$ cat config.mk
export PLATFORM = sky130hd
export DESIGN_NAME = mix_columns_iter
export DESIGN_NICKNAME = d
export VERILOG_FILES = /design/src/rtl/mix_columns_iter_pkg.sv /design/src/rtl/mix_column_word.sv /design/src/rtl/mix_columns_iter.sv
export VERILOG_INCLUDE_DIRS = /design/src /design/src/rtl
export SDC_FILE = /design/constraint.sdc
export NUM_CORES = 1
export LEC_CHECK = 0
export ABC_AREA = 1
export BUFFER_PORTS_ARGS = -buffer_cell sky130_fd_sc_hd__buf_2
export CAP_MARGIN = 20
export CELL_PAD_IN_SITES_DETAIL_PLACEMENT = 0
export CELL_PAD_IN_SITES_GLOBAL_PLACEMENT = 2
export CORE_ASPECT_RATIO = 1.1
export CORE_MARGIN = 2
export CORE_UTILIZATION = 32
export DETAILED_ROUTE_END_ITERATION = 12
export PLACE_DENSITY_LB_ADDON = 0.15
export SLEW_MARGIN = 15
export SYNTH_ARGS = -nofsm -noshare
export SYNTH_HDL_FRONTEND = slang
export SYNTH_HIERARCHICAL = 1
export SYNTH_SLANG_ARGS = --single-unit
$ cat constraint.sdc
create_clock -name clk -period 10.1 [get_ports clk]
set_input_delay 1.515 -clock clk [delete_from_list [all_inputs] [get_ports clk]]
set_output_delay 1.515 -clock clk [all_outputs]
set_load 0.05 [all_outputs]
$ cat src/rtl/aes_defs.vh
// Field constants and FSM state encodings shared by the AES round stages.
`ifndef AES_DEFS_VH
`define AES_DEFS_VH

// Low byte of the field polynomial 0x11B, folded in by xtime on MSB overflow
`define AES_POLY_LO 8'h1B

`define AES_FWD_C0 8'h02
`define AES_FWD_C1 8'h03
`define AES_FWD_C2 8'h01
`define AES_FWD_C3 8'h01

`define AES_INV_C0 8'h0E
`define AES_INV_C1 8'h0B
`define AES_INV_C2 8'h0D
`define AES_INV_C3 8'h09

`define AES_ST_IDLE 1'b0
`define AES_ST_RUN  1'b1

`endif

$ cat src/rtl/mix_columns_iter_pkg.sv
// Shared constants and GF(2^8) helpers for the iterative MixColumns stage.
`include "aes_defs.vh"

package mix_columns_iter_pkg;

  localparam logic [7:0] POLY_LO = `AES_POLY_LO;
  localparam logic [0:0] ST_IDLE = `AES_ST_IDLE;
  localparam logic [0:0] ST_RUN  = `AES_ST_RUN;

  // Coefficient j multiplies byte j in row 0; later rows rotate right.
  localparam logic [3:0][7:0] FWD_COEF = {`AES_FWD_C3, `AES_FWD_C2, `AES_FWD_C1, `AES_FWD_C0};
  localparam logic [3:0][7:0] INV_COEF = {`AES_INV_C3, `AES_INV_C2, `AES_INV_C1, `AES_INV_C0};

  function automatic logic [7:0] xtime(input logic [7:0] a);
    return {a[6:0], 1'b0} ^ (a[7] ? POLY_LO : 8'h00);
  endfunction

  // Shift-and-XOR multiply; with a constant k this folds to a few XOR trees.
  function automatic logic [7:0] gf_mul(input logic [7:0] a, input logic [7:0] k);
    logic [7:0] acc;
    logic [7:0] p;
    acc = '0;
    p   = a;
    for (int i = 0; i < 8; i++) begin
      if (k[i]) acc = acc ^ p;
      p = xtime(p);
    end
    return acc;
  endfunction

endpackage

$ cat src/rtl/mix_column_word.sv
// Combinational (Inv)MixColumns of one 32-bit column, row 0 in the top byte.
module mix_column_word
  import mix_columns_iter_pkg::*;
(
  input  logic [0:31] col_in,
  input  logic        decrypt,
  output logic [0:31] col_out
);

  logic [3:0][7:0] a;

  for (genvar j = 0; j < 4; j++) begin : g_byte
    assign a[j] = col_in[8*j +: 8];
  end

  for (genvar i = 0; i < 4; i++) begin : g_row
    logic [7:0] fwd;
    logic [7:0] inv;

    // Both directions use constant coefficients, then a byte-wide mux picks one.
    always_comb begin
      logic [1:0] idx;
      fwd = '0;
      inv = '0;
      idx = '0;
      for (int j = 0; j < 4; j++) begin
        idx = 2'(j - i);
        fwd = fwd ^ gf_mul(a[j], FWD_COEF[idx]);
        inv = inv ^ gf_mul(a[j], INV_COEF[idx]);
      end
    end

    assign col_out[8*i +: 8] = decrypt ? inv : fwd;
  end

endmodule

$ cat src/rtl/mix_columns_iter.sv
// Iterative MixColumns: captures a 128-bit state, mixes one column per clock.
module mix_columns_iter
  import mix_columns_iter_pkg::*;
#(
  parameter int word_size  = 8,
  parameter int array_size = 16
) (
  input  logic         clk,
  input  logic         rst,
  input  logic         en,
  input  logic         decrypt,
  input  logic [0:127] Data,
  output logic [0:127] Mixed_Data,
  output logic         done,
  output logic         busy
);

  localparam int         COL_W = 4 * word_size;
  localparam logic [1:0] LAST  = 2'(array_size / 4 - 1);

  logic [0:0]   state;
  logic [1:0]   col;
  logic [0:127] data_q;
  logic         dec_q;
  logic [0:31]  col_in;
  logic [0:31]  col_out;

  assign col_in = data_q[COL_W*col +: COL_W];

  mix_column_word u_mix (
    .col_in  (col_in),
    .decrypt (dec_q),
    .col_out (col_out)
  );

  always_ff @(posedge clk or posedge rst) begin
    if (rst) begin
      state      <= ST_IDLE;
      col        <= '0;
      data_q     <= '0;
      dec_q      <= 1'b0;
      Mixed_Data <= '0;
      done       <= 1'b0;
      busy       <= 1'b0;
    end else begin
      done <= 1'b0;
      case (state)
        ST_IDLE: begin
          if (en) begin
            data_q <= Data;
            dec_q  <= decrypt;
            col    <= '0;
            busy   <= 1'b1;
            state  <= ST_RUN;
          end
        end
        default: begin
          // Untouched columns keep the previous result until overwritten.
          Mixed_Data[COL_W*col +: COL_W] <= col_out;
          col <= col + 2'd1;
          if (col == LAST) begin
            state <= ST_IDLE;
            busy  <= 1'b0;
            done  <= 1'b1;
          end
        end
      endcase
    end
  end

endmodule

# == After elaboration in Yosys (flattened, before gate mapping) ==
# Cells that the tools add are included.
# totals
ff_bits,262
input_bits,132
output_inout_bits,130
wordCells,110
# op_classes
addsub,2
n_eq_ne,2
n_shift,3
mux,27
bitwise,66
reduce_logical,3
# op_table
op,count
bitwise XOR 8 bit,62
"variable shift 129 x 34 -> 128 bit, first input constant",1
variable part select 128 x 33 -> 129 bit,1
variable part select 129 x 34 -> 128 bit,1
bitwise mux 128 bit,1
two-way mux 5 bit,12
negator 33 -> 34 bit,1
inverter 7 -> 33 bit,1
two-way mux 8 bit,4
bitwise XOR 8 x 5 -> 8 bit,2
two-way mux 1 bit,8
two-way mux 2 bit,2
AND reduction 2 bit,2
"adder 2 x 1 -> 2 bit, second input constant",1
"== test 2 bit, second input constant",1
"inequality test 2 x 1 -> 1 bit, second input constant",1
nonzero test 2 bit,1
inverter 1 bit,1

# == Logic depth before layout (Yosys ltp) ==
# Gate-level depths: netlist of run 1.
# depth
ltp_word,15
ltp_mapped,27
depth_no_buf,23

# == By module ==
# The synthesis of run 1 kept the hierarchy.
# modules_own_cells
module,n_inst,cells_per_inst,area_each_um2,seq_area_each_um2
mix_columns_iter,1,1574,12037.8,6556.3
mix_column_word,1,916,5096.1,0.0

# == Worst setup path after synthesis of run 1 ==
# Ideal clock, no wire load.
# synth_path
path_kind,register -> register
start,register col[0]
end,register Mixed_Data[17] (netlist name)
setup_ps,118
arrival_time_ps,2521
t_required_ps,9982
path_slack_ps,7461
path_stages_with_launch,25
n_path_buf,4
synth_period_minus_slack_ps,2639
path_cell_list,dfrtp_1 > buf_4 > inv_2 > buf_4 > buf_4 > nand2_1 > nand3_1 > nand2_1 > buf_2 > clkinv_1 > nand2_1 > nand2_2 > xor2_1 > inv_1 > or2_1 > nand2_1 > nand2_1 > nand2_1 > nand2_1 > nand3_1 > nand2_1 > nand2_1 > inv_1 > nand2_1 > nand2_1
# synth_between
word_cells_on_any_way,86
classes_between,add/sub (1); shift (3); mux (17); bitwise (65)
# synth_rtl
element,line,rtl
from (decl),mix_columns_iter.sv:22,logic [1:0] col;
from (signal assigned),mix_columns_iter.sv:60,col <= col + 2'd1;
inverter 7 -> 33 bit (implied by the code),mix_columns_iter.sv:28,assign col_in = data_q[COL_W*col +: COL_W];
variable part select 128 x 33 -> 129 bit,mix_columns_iter.sv:28,
"named net col_in, one bit",mix_columns_iter.sv:25,logic [0:31] col_in;
bitwise XOR 8 bit (2 in series),--,
bitwise XOR 8 bit (2 in series),mix_columns_iter_pkg.sv:25,if (k[i]) acc = acc ^ p;
bitwise XOR 8 bit (2 in series),mix_column_word.sv:29,"inv = inv ^ gf_mul(a[j], INV_COEF[idx]);"
two-way mux 8 bit,mix_column_word.sv:33,assign col_out[8*i +: 8] = decrypt ? inv : fwd;
"named net col_out, one bit",mix_columns_iter.sv:26,logic [0:31] col_out;
variable part select 129 x 34 -> 128 bit,mix_columns_iter.sv:59,Mixed_Data[COL_W*col +: COL_W] <= col_out;
bitwise mux 128 bit,mix_columns_iter.sv:59,
"to (signal, indexed assignment)",mix_columns_iter.sv:59,
to (decl),mix_columns_iter.sv:13,"output logic [0:127] Mixed_Data,"
# The timed path passes the listed nets, and every way through them passes these cells.
# A chain may end at the register's enable or synchronous reset.

# == Worst setup path after layout of run 1 ==
# layout_path
start,register col[0]
end,register Mixed_Data[95] (netlist name)
# layout_between
word_cells_on_any_way,86
classes_between,add/sub (1); shift (3); mux (17); bitwise (65)
# layout_rtl
element,line
inverter 7 -> 33 bit (implied by the code) *,mix_columns_iter.sv:28
variable part select 128 x 33 -> 129 bit *,mix_columns_iter.sv:28
"named net col_in, one bit",mix_columns_iter.sv:25
bitwise XOR 8 bit *,mix_columns_iter_pkg.sv:25
bitwise XOR 8 bit,mix_columns_iter_pkg.sv:25
bitwise XOR 8 bit (3 in series),mix_column_word.sv:29
two-way mux 8 bit *,mix_column_word.sv:33
"named net col_out, one bit",mix_columns_iter.sv:26
variable part select 129 x 34 -> 128 bit *,mix_columns_iter.sv:59
bitwise mux 128 bit *,mix_columns_iter.sv:59
# The timed path passes the listed nets; every way through them passes the cells marked *.

==> impl_metrics.py, run 1 <==
metrics = {
    "run_status": {
        "status": "finished clean",
    },
    "placed_design": {
        "numPortBuffers": 261,
        "gp_congestion": 0.920,
        "post-dp-hpwl_um": 51000,
        "dp_slack_ns": 5.18,
    },
    "logic_synthesis": {
        "synthArstFlopShare_pct": 100,
        "yosys.cell_types.count": 43,
        "synth-main-ff-cell": "dfrtp_1",
        "syn-num-nets": 2627,
        "synth_edf_count": 0,
        "synthCells": 2490,
        "netlist_area_mm2": 0.0171,
        "synth_warnings": 6,
        "seq_area_frac_synth_pct": 38.3,
        "synth-seq-cells": 262,
        "avgSynthCellArea_um2": 6.88,
    },
    "sta": {
        "max-slew-margin-rel_pct": 30.3,
        "setup_viol": 0,
        "fin_skew_ns": 0.0298,
        "post-route-period-util_pct": 48.1,
        "worst_pin_slew_ns": 1.04,
        "layout_min_cycle_time_ns": 4.86,
        "fmax_ghz": 0.206,
        "grt_setup_unrepaired": "false",
        "setup_tns_ns": 0,
        "hold_viol_final": 0,
        "worst_slack_ns": 5.24,
        "slew_violations": 0,
    },
    "worst_hold_path": {
        "min_from": "data_q[110]$_DFFE_PP0P_",
        "hold_path_class": "reg -> reg",
        "worstHoldPathCells": 2,
    },
    "cts": {
        "cts_max_path_buffers": 3,
        "cts-resized-gates": 0,
        "cts_root_buf": "clkbuf_16",
        "clkTransAtPathRegs_ns": 0.06,
        "clk_latency_ns": 0.61,
        "cts.htree.levels": 1,
        "cts_tree": "yes",
        "hold_buffers": 0,
        "cts_inserted_buffers": 31,
        "cts_setup_buffers": 0,
        "clkSinkCount": 262,
    },
    "grt": {
        "grt_pass1_vias": 15700,
        "antenna_found_initial": 0,
        "grt_max_degree": 150,
        "grt_pass1_wl_um": 100000,
        "grtUsageTotal_pct": 24.2,
        "overflow": 0,
    },
    "final_layout": {
        "antenna_cells": 0,
        "drive_gt1_share_pct": 14.3,
        "nets": 2804,
        "area_delta_synth_final_pct": 15.3,
    },
    "drt": {
        "drc_errors": 0,
        "vias": 15900,
        "ant_nets": 0,
        "drt_iter0_drc": 1079,
        "viasPerCell": 4.74,
        "finalWirelength_um": 67400,
        "wire_per_inst_um": 20.0,
        "firstDrtPassIters": 7,
    },
    "setup_path": {
        "crit_type": "reg -> reg",
        "r2r-start": "col[0]$_DFFE_PP0P_",
        "endpoint_kind": "flip-flop",
        "cp.arrival_ns": 5.34,
        "reg2reg_depth": 18,
        "cp_max_fo": 61,
        "worst_ep_required_time_ns": 10.58,
        "cp-start-kind": "flip-flop",
        "crit_path_start": "col[0]$_DFFE_PP0P_",
    },
    "floorplanning": {
        "placement_rows": 88,
        "die_width_um": 225,
        "io_pins": 262,
        "die-area_mm2": 0.0554,
        "fp.dieH_um": 247,
        "start_util_pct": 32.6,
        "core_area_mm2": 0.0526,
    },
    "run": {
        "drv_cap": 0,
    },
}
per-layer routing:
| layer | share of wire (%) | up-vias | GRT usage (%) |
|---|---|---|---|
| met5 | 0 | - | 0 |
| met4 | 3.2 | 0 | 7.32 |
| met3 | 4.0 | 91 | 2.21 |
| met2 | 49 | 400 | 43.2 |
| met1 | 43 | 7571 | 31.0 |
| li1 | - | 7887 | - |
registers in the layout (all words and copies together) (netlist names):
name and cells:
col 2, done 1, dec_q 1, data_q 128, state 1, Mixed_Data 128, busy 1
path summary, 6_finish.rpt:
kind                            slack, ns                          to
worst max-delay path                 5.24  Mixed_Data[95]$_DFFE_PP0P_
worst max register to register       5.24  Mixed_Data[95]$_DFFE_PP0P_
worst min register to register       0.47     data_q[110]$_DFFE_PP0P_
worst min-delay path                 0.47     data_q[110]$_DFFE_PP0P_
min in group asynchronous            1.05  Mixed_Data[40]$_DFFE_PP0P_
max in group asynchronous            7.58      data_q[90]$_DFFE_PP0P_
cells in the mapped netlist, types with 5 or more instances:
| master | number | area [µm²] |
|---|---|---|
| nor2_1 | 12 | 45.0 |
| dfrtp_1 | 262 | 6560 |
| xor2_1 | 157 | 1380 |
| nand2_1 | 1130 | 4240 |
| ha_1 | 5 | 62.6 |
| nand2_2 | 17 | 106 |
| inv_2 | 8 | 30.0 |
| buf_4 | 35 | 263 |
| clkbuf_1 | 21 | 78.8 |
| nand2b_1 | 5 | 31.3 |
| inv_1 | 271 | 1020 |
| buf_2 | 67 | 335 |
| nand3_1 | 273 | 1370 |
| a21oi_1 | 14 | 70.1 |
| xnor2_2 | 5 | 81.3 |
| xnor2_1 | 70 | 613 |
| or2_2 | 9 | 56.3 |
| o21ai_0 | 49 | 245 |
| nand2_4 | 5 | 56.3 |
| o21ai_1 | 38 | 190 |
stage by stage:
stage / util (%) / hold WS (ns) / cell area, µm² / instances
5_1_grt: 37.5 / 0.496 / 19800 / 3365
3_5_place_dp: 35.5 / 0.458 / 18700 / 3309
4_1_cts: 37.5 / 0.474 / 19800 / 3365
2_1_floorplan: - / 0.440 / 17100 / 2490
3_3_place_gp: 35.5 / 0.456 / 18700 / 3309
6_report: 37.5 / 0.468 / 19800 / 3365
worst max-delay path, cell delays in order (launching register included):
cell and delay, ns:
dfrtp_4 0.68, inv_2 0.12, buf_4 0.38, buf_4 0.67, nand2_1 0.13, nand3_1 0.18, nand2_1 0.31, inv_1 0.27
nand2_1 0.10, nand2_2 0.30, inv_1 0.10, nand2_1 0.07, nand2_1 0.16, xor2_1 0.20, o21ai_0 0.17, a21oi_1 0.06
nor2_1 0.43, nand2_1 0.13, o21ai_0 0.19
placed cells by master, fill, tap and decap left out, types with 4 or more instances in the layout:
cell type	synthesis	routed
o21ai_0	49	49
clkbuf_1	21	4
nand2_4	5	6
nand2_2	17	16
buf_4	35	14
inv_1	271	270
nand3_1	273	273
nand2_1	1130	1130
nand2b_1	5	5
dfrtp_1	262	261
xor2_1	157	157
clkbuf_8	0	10
a21oi_1	14	14
ha_1	5	5
clkbuf_16	0	31
or2_2	9	9
inv_2	8	7
xnor2_1	70	70
clkinv_1	4	4
buf_2	67	260
xnor2_2	5	5
nor2_1	12	12
o21ai_1	38	38
clkinv_2	1	9
area by class of cell:
class / count / area, µm²
well taps: 675 / 845
repair buffers: 275 / 1430
clock inverters: 11 / 123
clock buffers: 45 / 928
inverters: 286 / 1090
multi-input cells: 1811 / 8780
flip-flops and latches: 262 / 6560
fillers: 5747 / 32900
kinds of logic (layout without fill, tap and decap cells):
logic type,count (synthesis),count (layout),share of synthesized area (%)
xor+xnor,237,237,12.7
buf+inv,417,617,10.5
flops,262,262,38.3
simple gates,1462,1462,34.9
mux,1,1,0.0584
compound gates,106,106,3.16
fa+ha+maj,5,5,0.365
Power of run 1 is left out: the tool's default activity adds up to more than one toggle a clock period on the data nets, which glitch-free logic cannot reach.
==> run 2, diff against run 1 <==
- clock period: 10.1 -> 5.1 ns (I/O delays scaled with it)
==> impl_metrics.py, run 2 (synthesis results as in run 1) <==
metrics = {
    "run": {
        "drv_cap": 0,
    },
    "sta": {
        "post-route-period-util_pct": 81.3,
        "grt_setup_unrepaired": "false",
        "slew_violations": 0,
        "fmax_ghz": 0.241,
        "setup_viol": 0,
        "fin_skew_ns": 0.0365,
        "setup_tns_ns": 0,
        "hold_viol_final": 0,
        "hold_ws_ns": 0.0983,
        "worst_pin_slew_ns": 0.962,
        "max-slew-margin-rel_pct": 35.7,
        "layout_min_cycle_time_ns": 4.15,
    },
    "drt": {
        "drc_errors": 0,
        "viasPerCell": 4.70,
        "finalWirelength_um": 67600,
        "drt_iter0_drc": 988,
        "wire_per_inst_um": 20.0,
        "vias": 15900,
        "firstDrtPassIters": 5,
        "ant_nets": 0,
    },
    "final_layout": {
        "area_delta_synth_final_pct": 16.0,
        "antenna_cells": 0,
        "final_cell_mix": "nand2_1 (1130), nand3_1 (273), inv_1 (270), dfrtp_1 (261), buf_2 (260)",
        "finalInstanceArea_mm2": 0.0199,
        "fillers": 5757,
        "multi_input_area_mm2": 0.00878,
        "ff_latch_area_mm2": 0.00656,
        "finalNonFillerCells": 3386,
        "final_common_cell": "nand2_1",
        "top_regs": "Mixed_Data x128, data_q x128, col x2",
        "drive_gt1_share_pct": 14.9,
        "nets": 2826,
    },
    "setup_path": {
        "endpoint_kind": "flip-flop",
        "cp.arrival_ns": 4.64,
        "cp_max_fo": 66,
        "worst_ep_required_time_ns": 5.60,
        "cp-start-kind": "flip-flop",
        "r2r_end": "Mixed_Data[108]$_DFFE_PP0P_",
        "r2r-start": "col[0]$_DFFE_PP0P_",
        "regToRegSetupSlack_ns": 0.95,
        "reg2reg_depth": 16,
        "crit_type": "reg -> reg",
    },
    "placed_design": {
        "place_inst": 3332,
        "post-dp-hpwl_um": 51900,
        "place_area_mm2": 0.0189,
        "numPortBuffers": 261,
        "gp_congestion": 0.930,
    },
    "grt": {
        "grtUsageTotal_pct": 24.3,
        "grt_pass1_wl_um": 100000,
        "grt_max_degree": 145,
        "overflow": 0,
        "gr-usage-met1_pct": 30.3,
        "grt.busiest_layer": "met2",
        "grt_use_met2_pct": 42.2,
        "antenna_found_initial": 0,
        "grt_pass1_vias": 15800,
        "grt_util_met3_pct": 2.63,
    },
    "floorplanning": {
        "die-area_mm2": 0.0554,
        "io_pins": 262,
        "fp.dieH_um": 247,
        "placement_rows": 88,
        "core_area_mm2": 0.0526,
        "die_width_um": 225,
        "start_util_pct": 32.6,
    },
    "cts": {
        "clkTransAtPathRegs_ns": 0.06,
        "cts.htree.levels": 1,
        "cts_max_path_buffers": 3,
        "hold_buffers": 0,
        "clk_latency_ns": 0.61,
        "cts_inserted_buffers": 30,
        "cts-resized-gates": 0,
        "cts_tree": "yes",
        "cts_setup_buffers": 0,
        "clkSinkCount": 262,
        "cts_root_buf": "clkbuf_16",
    },
    "run_status": {
        "status": "finished clean",
    },
    "worst_hold_path": {
        "hold_path_class": "in -> async",
    },
}
## run 2: cell types whose count changed in the layout (fill, tap and decap cells not counted), sizes merged
cell    before  now
buf        275  298
bufinv       2    0
clkinv      13   15
inv        281  279
## run 2: how the worst max path moves through the flow
stage                       start                     endpoint  slack [ns]
2_1_floorplan                 rst    Mixed_Data[0]$_DFFE_PP0P_        0.88
3_3_place_gp   col[1]$_DFFE_PP0P_  Mixed_Data[103]$_DFFE_PP0P_        0.99
3_5_place_dp   col[1]$_DFFE_PP0P_  Mixed_Data[103]$_DFFE_PP0P_        0.96
4_1_cts        col[1]$_DFFE_PP0P_  Mixed_Data[103]$_DFFE_PP0P_        0.93
5_1_grt        col[1]$_DFFE_PP0P_  Mixed_Data[103]$_DFFE_PP0P_        0.65
6_report       col[0]$_DFFE_PP0P_  Mixed_Data[108]$_DFFE_PP0P_        0.95
## run 2: final cells by class
class                           count  share of cell area (%)
Multi-Input combinational cell   1811                    44.2
Sequential cell                   262                    33.0
Timing Repair Buffer              298                    8.17
Inverter                          286                    5.46
Clock buffer                       45                    4.56
Tap cell                          675                    4.25
Clock inverter                      9                   0.371
## run 2: metal layers
metal / vias to the layer above / routed length [µm]
met5: - / 0
met4: 0 / 3460
met3: 108 / 2700
met2: 407 / 32800
met1: 7464 / 28700
li1: 7930 / -
## run 2: metrics by stage
| stage | setup slack, ns | utilization [%] |
|---|---|---|
| floorplan | 0.879 | - |
| global placement | 0.993 | 35.9 |
| detailed placement | 0.963 | 35.9 |
| CTS | 0.931 | 37.8 |
| global route | 0.646 | 37.8 |
| finish | 0.955 | 37.8 |
## run 2: worst max-delay path, stage by stage, from the launching register on
cell	delay, ns
dfrtp_4	0.41
buf_4	0.55
nand2_1	0.17
nand3_1	0.24
nand2_1	0.38
inv_2	0.31
nand2_1	0.09
nand2_2	0.21
xor2_1	0.57
xnor2_1	0.15
nand2_1	0.13
nand2_1	0.07
nand2_1	0.06
nand3_1	0.07
nand2_1	0.29
nand2_1	0.14
o21ai_0	0.18
Power of run 2 is left out for the same reason.
==> run 3, diff against run 2 <==
- CORE_UTILIZATION: 32 -> 29
- clock period: 5.1 -> 3.4 ns (I/O delays scaled with it)
==> impl_metrics.py, run 3 (synthesis results as in run 1) <==
metrics = {
    "grt": {
        "gr-usage-met1_pct": 28.0,
        "grt_pass1_wl_um": 106000,
        "overflow": 0,
        "grt_util_met3_pct": 2.56,
        "grt_max_degree": 131,
        "antenna_found_initial": 0,
        "grt_pass1_vias": 16600,
        "grtUsageTotal_pct": 23.1,
        "grt_use_met2_pct": 41.4,
        "grt.busiest_layer": "met2",
    },
    "final_layout": {
        "final_cell_mix": "nand2_1 (1110), nand3_1 (273), inv_1 (270), dfrtp_1 (261), buf_2 (260)",
        "finalNonFillerCells": 3630,
        "finalInstanceArea_mm2": 0.0216,
        "fillers": 6445,
        "nets": 2984,
        "final_common_cell": "nand2_1",
        "area_delta_synth_final_pct": 25.9,
        "drive_gt1_share_pct": 20.7,
        "antenna_cells": 0,
        "top_regs": "Mixed_Data x128, data_q x128, col x2",
    },
    "setup_path": {
        "reg2reg_depth": 14,
        "cp.arrival_ns": 3.70,
        "crit_type": "reg -> reg",
        "path_cells": "buf_12, buf_12, nand2_1, nand3_1, nand2_2, buf_4, xnor2_1, xor2_1, xor2_1, xor2_1, o21ai_0, buf_4, nand2_1, o21ai_0",
        "path_common_cell": "xor2_1",
        "endpoint_kind": "flip-flop",
        "cp_top_family": "XOR/XNOR gates",
        "critPathBufInv": 4,
        "cp-start-kind": "flip-flop",
        "regToRegSetupSlack_ns": 0.18,
        "r2r_end": "Mixed_Data[111]$_DFFE_PP0P_",
        "critical-path-max-stage-delay_ns": 0.49,
        "worst_ep_required_time_ns": 3.88,
        "cp_max_fo": 35,
        "r2r-start": "col[0]$_DFFE_PP0P_",
        "crit_path_top_delay_cell": "dfrtp_4",
    },
    "placed_design": {
        "numPortBuffers": 261,
        "gp_congestion": 0.932,
        "place_inst": 3571,
        "place_area_mm2": 0.0203,
        "post-dp-hpwl_um": 56200,
    },
    "drt": {
        "vias": 16300,
        "viasPerCell": 4.50,
        "drc_errors": 0,
        "ant_nets": 0,
        "firstDrtPassIters": 5,
        "finalWirelength_um": 70700,
        "drt_iter0_drc": 799,
        "wire_per_inst_um": 19.5,
    },
    "floorplanning": {
        "io_pins": 262,
        "placement_rows": 93,
        "die_width_um": 236,
        "core_area_mm2": 0.0585,
        "start_util_pct": 29.3,
        "die-area_mm2": 0.0610,
        "fp.dieH_um": 259,
    },
    "sta": {
        "worst_pin_slew_ns": 0.896,
        "fin_skew_ns": 0.0174,
        "hold_ws_ns": 0.135,
        "post-route-period-util_pct": 94.7,
        "setup_viol": 0,
        "fmax_ghz": 0.310,
        "slew_violations": 0,
        "layout_min_cycle_time_ns": 3.22,
        "hold_viol_final": 0,
        "max-slew-margin-rel_pct": 40.2,
    },
    "cts": {
        "clk_latency_ns": 0.61,
        "cts_tree": "yes",
        "clkTransAtPathRegs_ns": 0.06,
        "cts_root_buf": "clkbuf_16",
        "clkSinkCount": 262,
        "cts_max_path_buffers": 3,
        "cts_inserted_buffers": 31,
        "cts.htree.levels": 1,
    },
    "worst_hold_path": {
        "worstHoldPathCells": 3,
        "min_from": "Data[103]",
        "hold_path_class": "in -> reg",
        "hold_path_end": "data_q[103]$_DFFE_PP0P_",
    },
    "run": {
        "drv_cap": 0,
    },
    "run_status": {
        "status": "finished clean",
    },
}
-- run 3: tightest hold or removal path, delay by kind of cell --
kind	cells	cell delay, ns
simple gates	2	0.12
buf+inv	1	0.08
-- run 3: through the flow --
step	util (%)	TNS (ns)	worst slack (ns)
after CTS	36.6	0	0.0157
after global placement	34.7	-0.0123	-0.00686
after detailed placement	34.7	-0.0216	-0.0153
after global routing	36.9	-0.0211	-0.00944
after floorplan	-	-148.17	-0.566
final	36.9	0	0.179
-- run 3: cell type report --
class	instances	area [µm²]	area share (%)
multi-input cells	1811	8920	41.3
flip-flops and latches	262	6560	30.4
repair buffers	455	2990	13.8
inverters	286	1090	5.04
well taps	760	951	4.41
clock buffers	43	911	4.22
clock inverters	13	158	0.731
-- run 3: worst max-delay path by stage --
stage	start	end	cells past startpoint
final	col[0]$_DFFE_PP0P_	Mixed_Data[111]$_DFFE_PP0P_	14
after global routing	col[0]$_DFFE_PP0P_	Mixed_Data[52]$_DFFE_PP0P_	24
after CTS	col[0]$_DFFE_PP0P_	Mixed_Data[19]$_DFFE_PP0P_	21
after floorplan	rst	Mixed_Data[0]$_DFFE_PP0P_	1
after detailed placement	col[0]$_DFFE_PP0P_	Mixed_Data[95]$_DFFE_PP0P_	17
after global placement	col[0]$_DFFE_PP0P_	Mixed_Data[31]$_DFFE_PP0P_	19
-- run 3: per-layer routing --
metal / share of wire (%) / vias up
met3: 3.2 / 94
met5: 0 / -
met4: 4.5 / 0
met1: 42 / 7657
met2: 50 / 335
li1: - / 8243
-- run 3: repair_timing --
action                                 4_1_cts  5_1_grt
resized for setup                            3       38
hold buffers                                 1        0
setup endpoints to repair                    4       90
pin swaps                                    0        4
setup buffers                                0        2
endpoints found under the hold margin        6        0
Power of run 3 is left out for the same reason.
